$ cat config.mk
export PLATFORM = sky130hd
export DESIGN_NAME = mouse_receiver
export DESIGN_NICKNAME = d
export VERILOG_FILES = /design/src/rtl/mouse_pkg.sv /design/src/rtl/mouse_line_sync.sv /design/src/rtl/mouse_receiver.sv
export SDC_FILE = /design/constraint.sdc
export NUM_CORES = 1
export LEC_CHECK = 0
export ABC_CLOCK_PERIOD_IN_PS = 2200
export BUFFER_PORTS_ARGS = -buffer_cell sky130_fd_sc_hd__buf_2
export CAP_MARGIN = 20
export CORE_AREA = 2 2 67 69
export DETAILED_ROUTE_END_ITERATION = 10
export DIE_AREA = 0 0 69 71
export GPL_TIMING_DRIVEN = 0
export PLACE_DENSITY = 0.71
export SLEW_MARGIN = 0
export SYNTH_ARGS = -nofsm -noshare
export SYNTH_HDL_FRONTEND = slang
export SYNTH_HIERARCHICAL = 1
export SYNTH_SLANG_ARGS = --single-unit
$ cat constraint.sdc
create_clock -name CLK -period 2.2 [get_ports CLK]
set_clock_uncertainty 0.15 [all_clocks]
set_input_delay 0.22 -clock CLK [delete_from_list [all_inputs] [get_ports CLK]]
set_output_delay 0.22 -clock CLK [all_outputs]
set_load 0.02 [all_outputs]
$ cat src/rtl/mouse_pkg.sv
// Shared PS/2 mouse definitions: receiver state encoding, error-code bit
// positions and the default inter-edge timeout.
package mouse_pkg;

  typedef enum logic [2:0] {
    ST_IDLE   = 3'd0,
    ST_DATA   = 3'd1,
    ST_PARITY = 3'd2,
    ST_STOP   = 3'd3,
    ST_DONE   = 3'd4
  } rx_state_t;

  localparam int unsigned ERR_PARITY_BIT = 0;
  localparam int unsigned ERR_STOP_BIT   = 1;

  // 500 us between mouse-clock falling edges at 100 MHz
  localparam int unsigned TIMEOUT_CYCLES_DEF = 50000;

endpackage

$ cat src/rtl/mouse_line_sync.sv
// PS/2 line conditioning: 2-FF synchronizers, falling-edge detect on the mouse
// clock, optional glitch filter enabled by MOUSE_RX_CLK_FILTER_EN.
module mouse_line_sync #(
  parameter int unsigned FILTER_LEN = 8
) (
  input  logic CLK,
  input  logic RESET,
  input  logic CLK_MOUSE_IN,
  input  logic DATA_MOUSE_IN,
  output logic data_sync,
  output logic clk_fall
);

  logic [1:0] clk_sync;
  logic [1:0] dat_sync;
  logic       clk_line;
  logic       clk_prev;

  always_ff @(posedge CLK or negedge RESET) begin
    if (!RESET) begin
      clk_sync <= '1;
      dat_sync <= '1;
    end else begin
      clk_sync <= {clk_sync[0], CLK_MOUSE_IN};
      dat_sync <= {dat_sync[0], DATA_MOUSE_IN};
    end
  end

`ifdef MOUSE_RX_CLK_FILTER_EN
  localparam int unsigned CW = $clog2(FILTER_LEN + 1);

  logic [CW-1:0] flt_cnt;
  logic          clk_filt;

  // Filtered level follows the synced clock only after FILTER_LEN
  // consecutive samples disagreeing with the current filtered level.
  always_ff @(posedge CLK or negedge RESET) begin
    if (!RESET) begin
      flt_cnt  <= '0;
      clk_filt <= 1'b1;
    end else if (clk_sync[1] == clk_filt) begin
      flt_cnt <= '0;
    end else if (flt_cnt == CW'(FILTER_LEN - 1)) begin
      clk_filt <= clk_sync[1];
      flt_cnt  <= '0;
    end else begin
      flt_cnt <= flt_cnt + 1'b1;
    end
  end

  assign clk_line = clk_filt;
`else
  logic unused_filter_len;
  assign unused_filter_len = (FILTER_LEN == 0);
  assign clk_line = clk_sync[1];
`endif

  always_ff @(posedge CLK or negedge RESET) begin
    if (!RESET) clk_prev <= 1'b1;
    else        clk_prev <= clk_line;
  end

  assign clk_fall  = clk_prev & ~clk_line;
  assign data_sync = dat_sync[1];

endmodule

$ cat src/rtl/mouse_receiver.sv
// PS/2 device-to-host frame receiver (start, 8 data LSB first, odd parity,
// stop). Optional clock glitch filter: MOUSE_RX_CLK_FILTER_EN.
module mouse_receiver
  import mouse_pkg::*;
#(
  parameter int unsigned TIMEOUT_CYCLES = TIMEOUT_CYCLES_DEF,
  parameter int unsigned FILTER_LEN     = 8
) (
  input  logic       CLK,
  input  logic       RESET,
  input  logic       CLK_MOUSE_IN,
  input  logic       DATA_MOUSE_IN,
  input  logic       READ_ENABLE,
  output logic [7:0] BYTE_READ,
  output logic [1:0] BYTE_ERROR_CODE,
  output logic       BYTE_READY
);

  localparam logic [15:0] TO_LIMIT = 16'(TIMEOUT_CYCLES);

  logic data_sync;
  logic clk_fall;

  mouse_line_sync #(
    .FILTER_LEN(FILTER_LEN)
  ) u_line_sync (
    .CLK          (CLK),
    .RESET        (RESET),
    .CLK_MOUSE_IN (CLK_MOUSE_IN),
    .DATA_MOUSE_IN(DATA_MOUSE_IN),
    .data_sync    (data_sync),
    .clk_fall     (clk_fall)
  );

  rx_state_t   state, state_d;
  logic [2:0]  bit_cnt, bit_cnt_d;
  logic [15:0] tcnt, tcnt_d;
  logic [7:0]  shift, shift_d;
  logic        par_bit, par_d;
  logic [7:0]  byte_d;
  logic [1:0]  err_d;
  logic        ready_d;

  always_ff @(posedge CLK or negedge RESET) begin
    if (!RESET) begin
      state           <= ST_IDLE;
      bit_cnt         <= '0;
      tcnt            <= '0;
      shift           <= '0;
      par_bit         <= 1'b0;
      BYTE_READ       <= '0;
      BYTE_ERROR_CODE <= '0;
      BYTE_READY      <= 1'b0;
    end else begin
      state           <= state_d;
      bit_cnt         <= bit_cnt_d;
      tcnt            <= tcnt_d;
      shift           <= shift_d;
      par_bit         <= par_d;
      BYTE_READ       <= byte_d;
      BYTE_ERROR_CODE <= err_d;
      BYTE_READY      <= ready_d;
    end
  end

  // The outputs are loaded on the stop-bit edge so that the registered
  // BYTE_READY is high exactly during the single DONE cycle.
  always_comb begin
    state_d   = state;
    bit_cnt_d = bit_cnt;
    tcnt_d    = tcnt;
    shift_d   = shift;
    par_d     = par_bit;
    byte_d    = BYTE_READ;
    err_d     = BYTE_ERROR_CODE;
    ready_d   = 1'b0;

    unique case (state)
      ST_IDLE: begin
        tcnt_d = '0;
        if (clk_fall && !data_sync && READ_ENABLE) begin
          state_d   = ST_DATA;
          bit_cnt_d = '0;
        end
      end

      ST_DATA, ST_PARITY, ST_STOP: begin
        if (clk_fall) begin
          tcnt_d = '0;
          case (state)
            ST_DATA: begin
              shift_d[bit_cnt] = data_sync;
              bit_cnt_d        = bit_cnt + 1'b1;
              if (bit_cnt == 3'd7) state_d = ST_PARITY;
            end
            ST_PARITY: begin
              par_d   = data_sync;
              state_d = ST_STOP;
            end
            default: begin
              byte_d                = shift;
              err_d[ERR_PARITY_BIT] = ~(^shift ^ par_bit);
              err_d[ERR_STOP_BIT]   = ~data_sync;
              ready_d               = 1'b1;
              state_d               = ST_DONE;
            end
          endcase
        end else if (tcnt >= TO_LIMIT) begin
          state_d = ST_IDLE;
          tcnt_d  = '0;
        end else if (tcnt != '1) begin
          tcnt_d = tcnt + 1'b1;
        end
      end

      ST_DONE: state_d = ST_IDLE;

      default: state_d = ST_IDLE;
    endcase
  end

endmodule

; Word level (Yosys, flattened, before mapping)
; Index checks and enable logic that the tools add are counted.
[totals]
input_bits = 5
regBits = 47
[op_classes]
n_reduce_logical = 15
n_eq_ne = 11
add_sub_neg = 2
bitwise_logic = 6
muxes = 20
magnitude_cmp = 3
[op_table]
columns = operator, n
row1 = 16-bit 2-to-1 mux, 3
row2 = 16-bit one-hot mux with 2 select lines, 1
row3 = 3-bit 2-to-1 mux, 7
row4 = 3-bit one-hot mux with 2 select lines, 3
row5 = "16-bit by 1-bit adder with 16-bit output, second input constant", 1
row6 = "16-bit >= comparator, second input constant", 1
row7 = "16-bit inequality test, second input constant", 1
row8 = 3-bit AND reduction, 4
row9 = 8-bit bitwise mux, 1
row10 = "4-bit inequality test, second input constant", 2
row11 = 8-bit XOR reduction, 1
row12 = "3-bit by 2-bit equality test with 1-bit output, second input constant", 2
row13 = "2-bit inequality test, second input constant", 3
row14 = "3-bit by 4-bit less-than comparator with 1-bit output, second input constant", 1
row15 = 1-bit 2-to-1 mux, 4
row16 = 1-bit inverter, 4
row17 = 4-bit AND reduction, 1
row18 = "3-bit by 1-bit adder with 3-bit output, second input constant", 1
row19 = 1-bit demux with 3-bit select, 1
row20 = "3-bit by 1-bit equality test with 1-bit output, second input constant", 1
row21 = "3-bit equality test, second input constant", 1
row22 = "3-bit by 1-bit >= comparator with 1-bit output, second input constant", 1
row23 = 1-bit logical AND, 3
row24 = 3-bit zero test, 1
row25 = other kinds (8), 8

; Depth between registers and ports, before layout
[logic_depth]
word_depth = 6
mapped_depth = 7

; Cells and area by module
; The synthesis kept the hierarchy.
[by_module_without_submodules]
columns = module, area_per_inst_um2, cells_each, n_inst
row1 = mouse_receiver, 2078.2, 217, 1
row2 = mouse_line_sync, 145.1, 6, 1

; Least setup slack after synthesis
; No wires, ideal clock.
[synth_path]
kind = flip-flop to flip-flop
start = register u_line_sync.clk_prev
end = register shift[6]
period_less_slack_ns = 1.875
t_arrival_ns = 1.597
setup_ns = 0.127
slack_ns = 0.325
stages_incl_launch_ff = 7
n_path_buf = 0
required_ns = 1.923
path_cell_list = dfstp_2 > nor2b_4 > nor3b_2 > and2_1 > and2b_1 > nand3_1 > mux2_1
[synth_via]
elab_chain_len = 2
[synth_lines]
columns = element, line
row1 = start: declaration, mouse_line_sync.sv:17  ; logic clk_prev;
row2 = start signal: assignment, mouse_line_sync.sv:60  ; else clk_prev <= clk_line;
row3 = 1-bit AND, mouse_line_sync.sv:63  ; assign clk_fall = clk_prev & ~clk_line;
row4 = net clk_fall, mouse_receiver.sv:22  ; logic clk_fall;
row5 = 3-bit AND reduction (no line), -
row6 = end signal: assignment, mouse_receiver.sv:58  ; shift <= shift_d;
row7 = end: declaration, mouse_receiver.sv:38  ; logic [7:0] shift, shift_d;
; The timed path passes the listed nets, and every way through them passes these cells.
; A chain may end at the register's enable or synchronous reset.

; Final worst setup path
[layout_path]
start = register u_line_sync.clk_prev
end = register shift[4]
; The elaborated chain is that of the path after synthesis.

==> flow_summary.toml <==
[status]
status = "complete, no violations"

[die]
die_y_um = 71
core_area_mm2 = 0.00420
top_level_ports = 16
die_area_mm2 = 0.00490
die_x_um = 69
rows = 24
start_util_pct = 52.9

[synth]
yosysUniqueCellTypes = 43
yosysTopAreaCellShare_pct = 47.3
netlist_top_cells_count = "nand2_1, dfrtp_1, o21ai_1"
synth-seq-cells = 47
ys_warn_count = 6
synth_edf_count = 0
synthFlopType = "dfrtp_1"
synth.largest_area_cell = "dfrtp_1"
yosysMostFrequentCell = "nand2_1"
syn_inst = 223
synth_fp_nets = 232
avgSynthCellArea_um2 = 9.97
syn-cell-area_mm2 = 0.00222
yosysSeqAreaShare_pct = 53.2
async_reset_ff_share_pct = 100
synth_area_leaders = "dfrtp_1, nand2_1, dfstp_2"

[timing]
hold_viol_final = 0
fin_ws_ns = 0.146
setup_tns_ns = 0
final-max-slew-violation-count = 0
clock.fmax_mhz = 487
fin_crit_ns = 2.05
holdWs_ns = 0.209
rsz0062_at_grt = "false"
post-route-period-util_pct = 93.3
setup_viol = 0
worst_pin_slew_ns = 0.579
max-slew-margin-rel_pct = 61.4

[drt]
dr.pass1.iters = 4
viasPerCell = 5.35
vias = 1616
ant_nets = 0
drt-total-wl_um = 4020
wl_per_cell_um = 13.3
drc = 0
drt_iter0_drc = 180

[hold_path]
hold_class = "reg2reg"
whs_path_depth = 0
min_from = "u_line_sync/clk_sync[0]"
hold_path_end = "u_line_sync/clk_sync[1]"

[grt]
grt_max_degree = 48
grt_pass1_vias = 1558
grtUsageTotal_pct = 18.5
grt_pass1_wl_um = 7150
grt_overflow = 0
antenna_found_initial = 0

[setup_path]
crit_required_ns = 2.25
r2r-start = "u_line_sync/clk_prev"
r2r_slack_ns = 0.15
critical_path_arrival_ns = 2.10
reg2regPathDepth = 6
startpoint_type = "register"
timing.rr.end = "shift[4]"
path_max_fanout = 5
crit_type = "reg2reg"
critical_path.endpoint_type = "register"

[layout]
fin_nets = 258
drive_gt1_share_pct = 16.8
syn2layout_area_growth_pct = 14.5
antenna_cells = 0
stdcell_area_mm2 = 0.00254
fillerInstances = 367
final_util_pct = 60.5

[power_and_ir_drop]
powerDensity_mw_per_mm2 = 668
p_leak_nw = 1.20
ir_drop_mv = 0.610

[clock_network]
cts.htree.levels = 2
clockBufferDepth = 2
insertion_delay_ns = 0.31
cts_tree = "done"
root_buffer = "clkbuf_8"
clk_pin_slew_ns = 0.08
cts_num_sinks = 47
cts_made_buffers = 5

[placed_design]
dp_hpwl_um = 2720
placed_cell_area_mm2 = 0.00236
gp_congestion = 0.799
place_ws_ns = 0.116
io_buffers = 15

[run]
maxCapViolCount = 0
-- metrics by stage --
step,std cells,total power [W]
2_1_floorplan,223,0.00101
3_3_place_gp,290,0.00105
3_5_place_dp,290,0.00105
4_1_cts,301,0.00171
5_1_grt,302,0.00177
6_report,302,0.00170
-- power breakdown --
group | switching [W] | internal (W) | total [W]
Clock | 0.000292 | 0.000368 | 0.000659
Combinational | 0.0000619 | 0.0000593 | 0.000121
Sequential | 0.0000258 | 0.000893 | 0.000919
-- layout make-up --
cell class              count  area [µm²]  share of cell area (%)
plain buffers               8        40.0                    1.57
clock buffers               6        82.6                    3.24
clock inverters             2        35.0                    1.38
inverters                  11        41.3                    1.62
multi-input cells         157         966                    38.0
flip-flops and latches     47        1180                    46.5
well taps                  52        65.1                    2.56
repair buffers             19         133                    5.21
-- repair_timing --
action,in CTS,in global routing
resized for setup,0,1
hold endpoints to repair,44,0
setup endpoints to repair,0,1
buffers inserted,0,0
hold buffers,3,0
-- flip-flops by register name, indices dropped and copies added, names as in the netlist --
register              flops
u_line_sync/clk_sync      2
bit_cnt                   3
shift                     8
BYTE_ERROR_CODE           2
u_line_sync/clk_prev      1
state                     3
BYTE_READ                 8
u_line_sync/dat_sync      2
par_bit                   1
BYTE_READY                1
tcnt                     16
-- layout by cell type (no fill, tap or decap), types with 6 or more instances in the layout --
cell type  synthesis  final
a21oi_1            9      9
o21ai_1           16     16
nor2_1             6      6
or3_1              6      6
nand2_1           44     44
nand3_1            9      9
xnor2_1            6      6
inv_1              8      8
clkbuf_8           0      6
mux2_1             9      9
buf_2              2     17
dfrtp_1           42     42
-- logic make-up after synthesis --
group | synth area share (%)
AND/OR/NAND/NOR | 20.7
flip-flops | 53.2
AO/OA/AOI/OAI | 12.5
buffers and inverters | 3.66
multiplexers | 4.56
XOR/XNOR | 3.15
adder cells (fa/ha/maj) | 2.25
-- worst max path at each step --
stage                              start  endpoint  slack, ns  cells after the start
finish              u_line_sync/clk_prev  shift[4]       0.15                      6
global route        u_line_sync/clk_prev  shift[4]      0.008                      6
CTS                              tcnt[0]  tcnt[14]       0.12                      6
detailed placement               tcnt[0]  tcnt[14]       0.12                      6
global placement                tcnt[11]   tcnt[7]       0.16                      6
floorplan           u_line_sync/clk_prev  shift[6]       0.33                      6
-- worst max-delay path: stages, from the launching register on --
cell and delay, ns:
dfstp_2 0.53, nor2b_4 0.15, nor3b_2 0.23, and2_1 0.20
and2b_1 0.23, nand3b_1 0.13, mux2_1 0.32
-- routing by layer --
metal / GRT usage, % / routed length, µm / up-vias
met4: 9.80 / 59 / 0
met5: 0 / 0 / -
met3: 3.42 / 173 / 6
met1: 26.2 / 1990 / 756
li1: - / - / 820
met2: 27.1 / 1800 / 34
(Power assumes the default switching activity.)
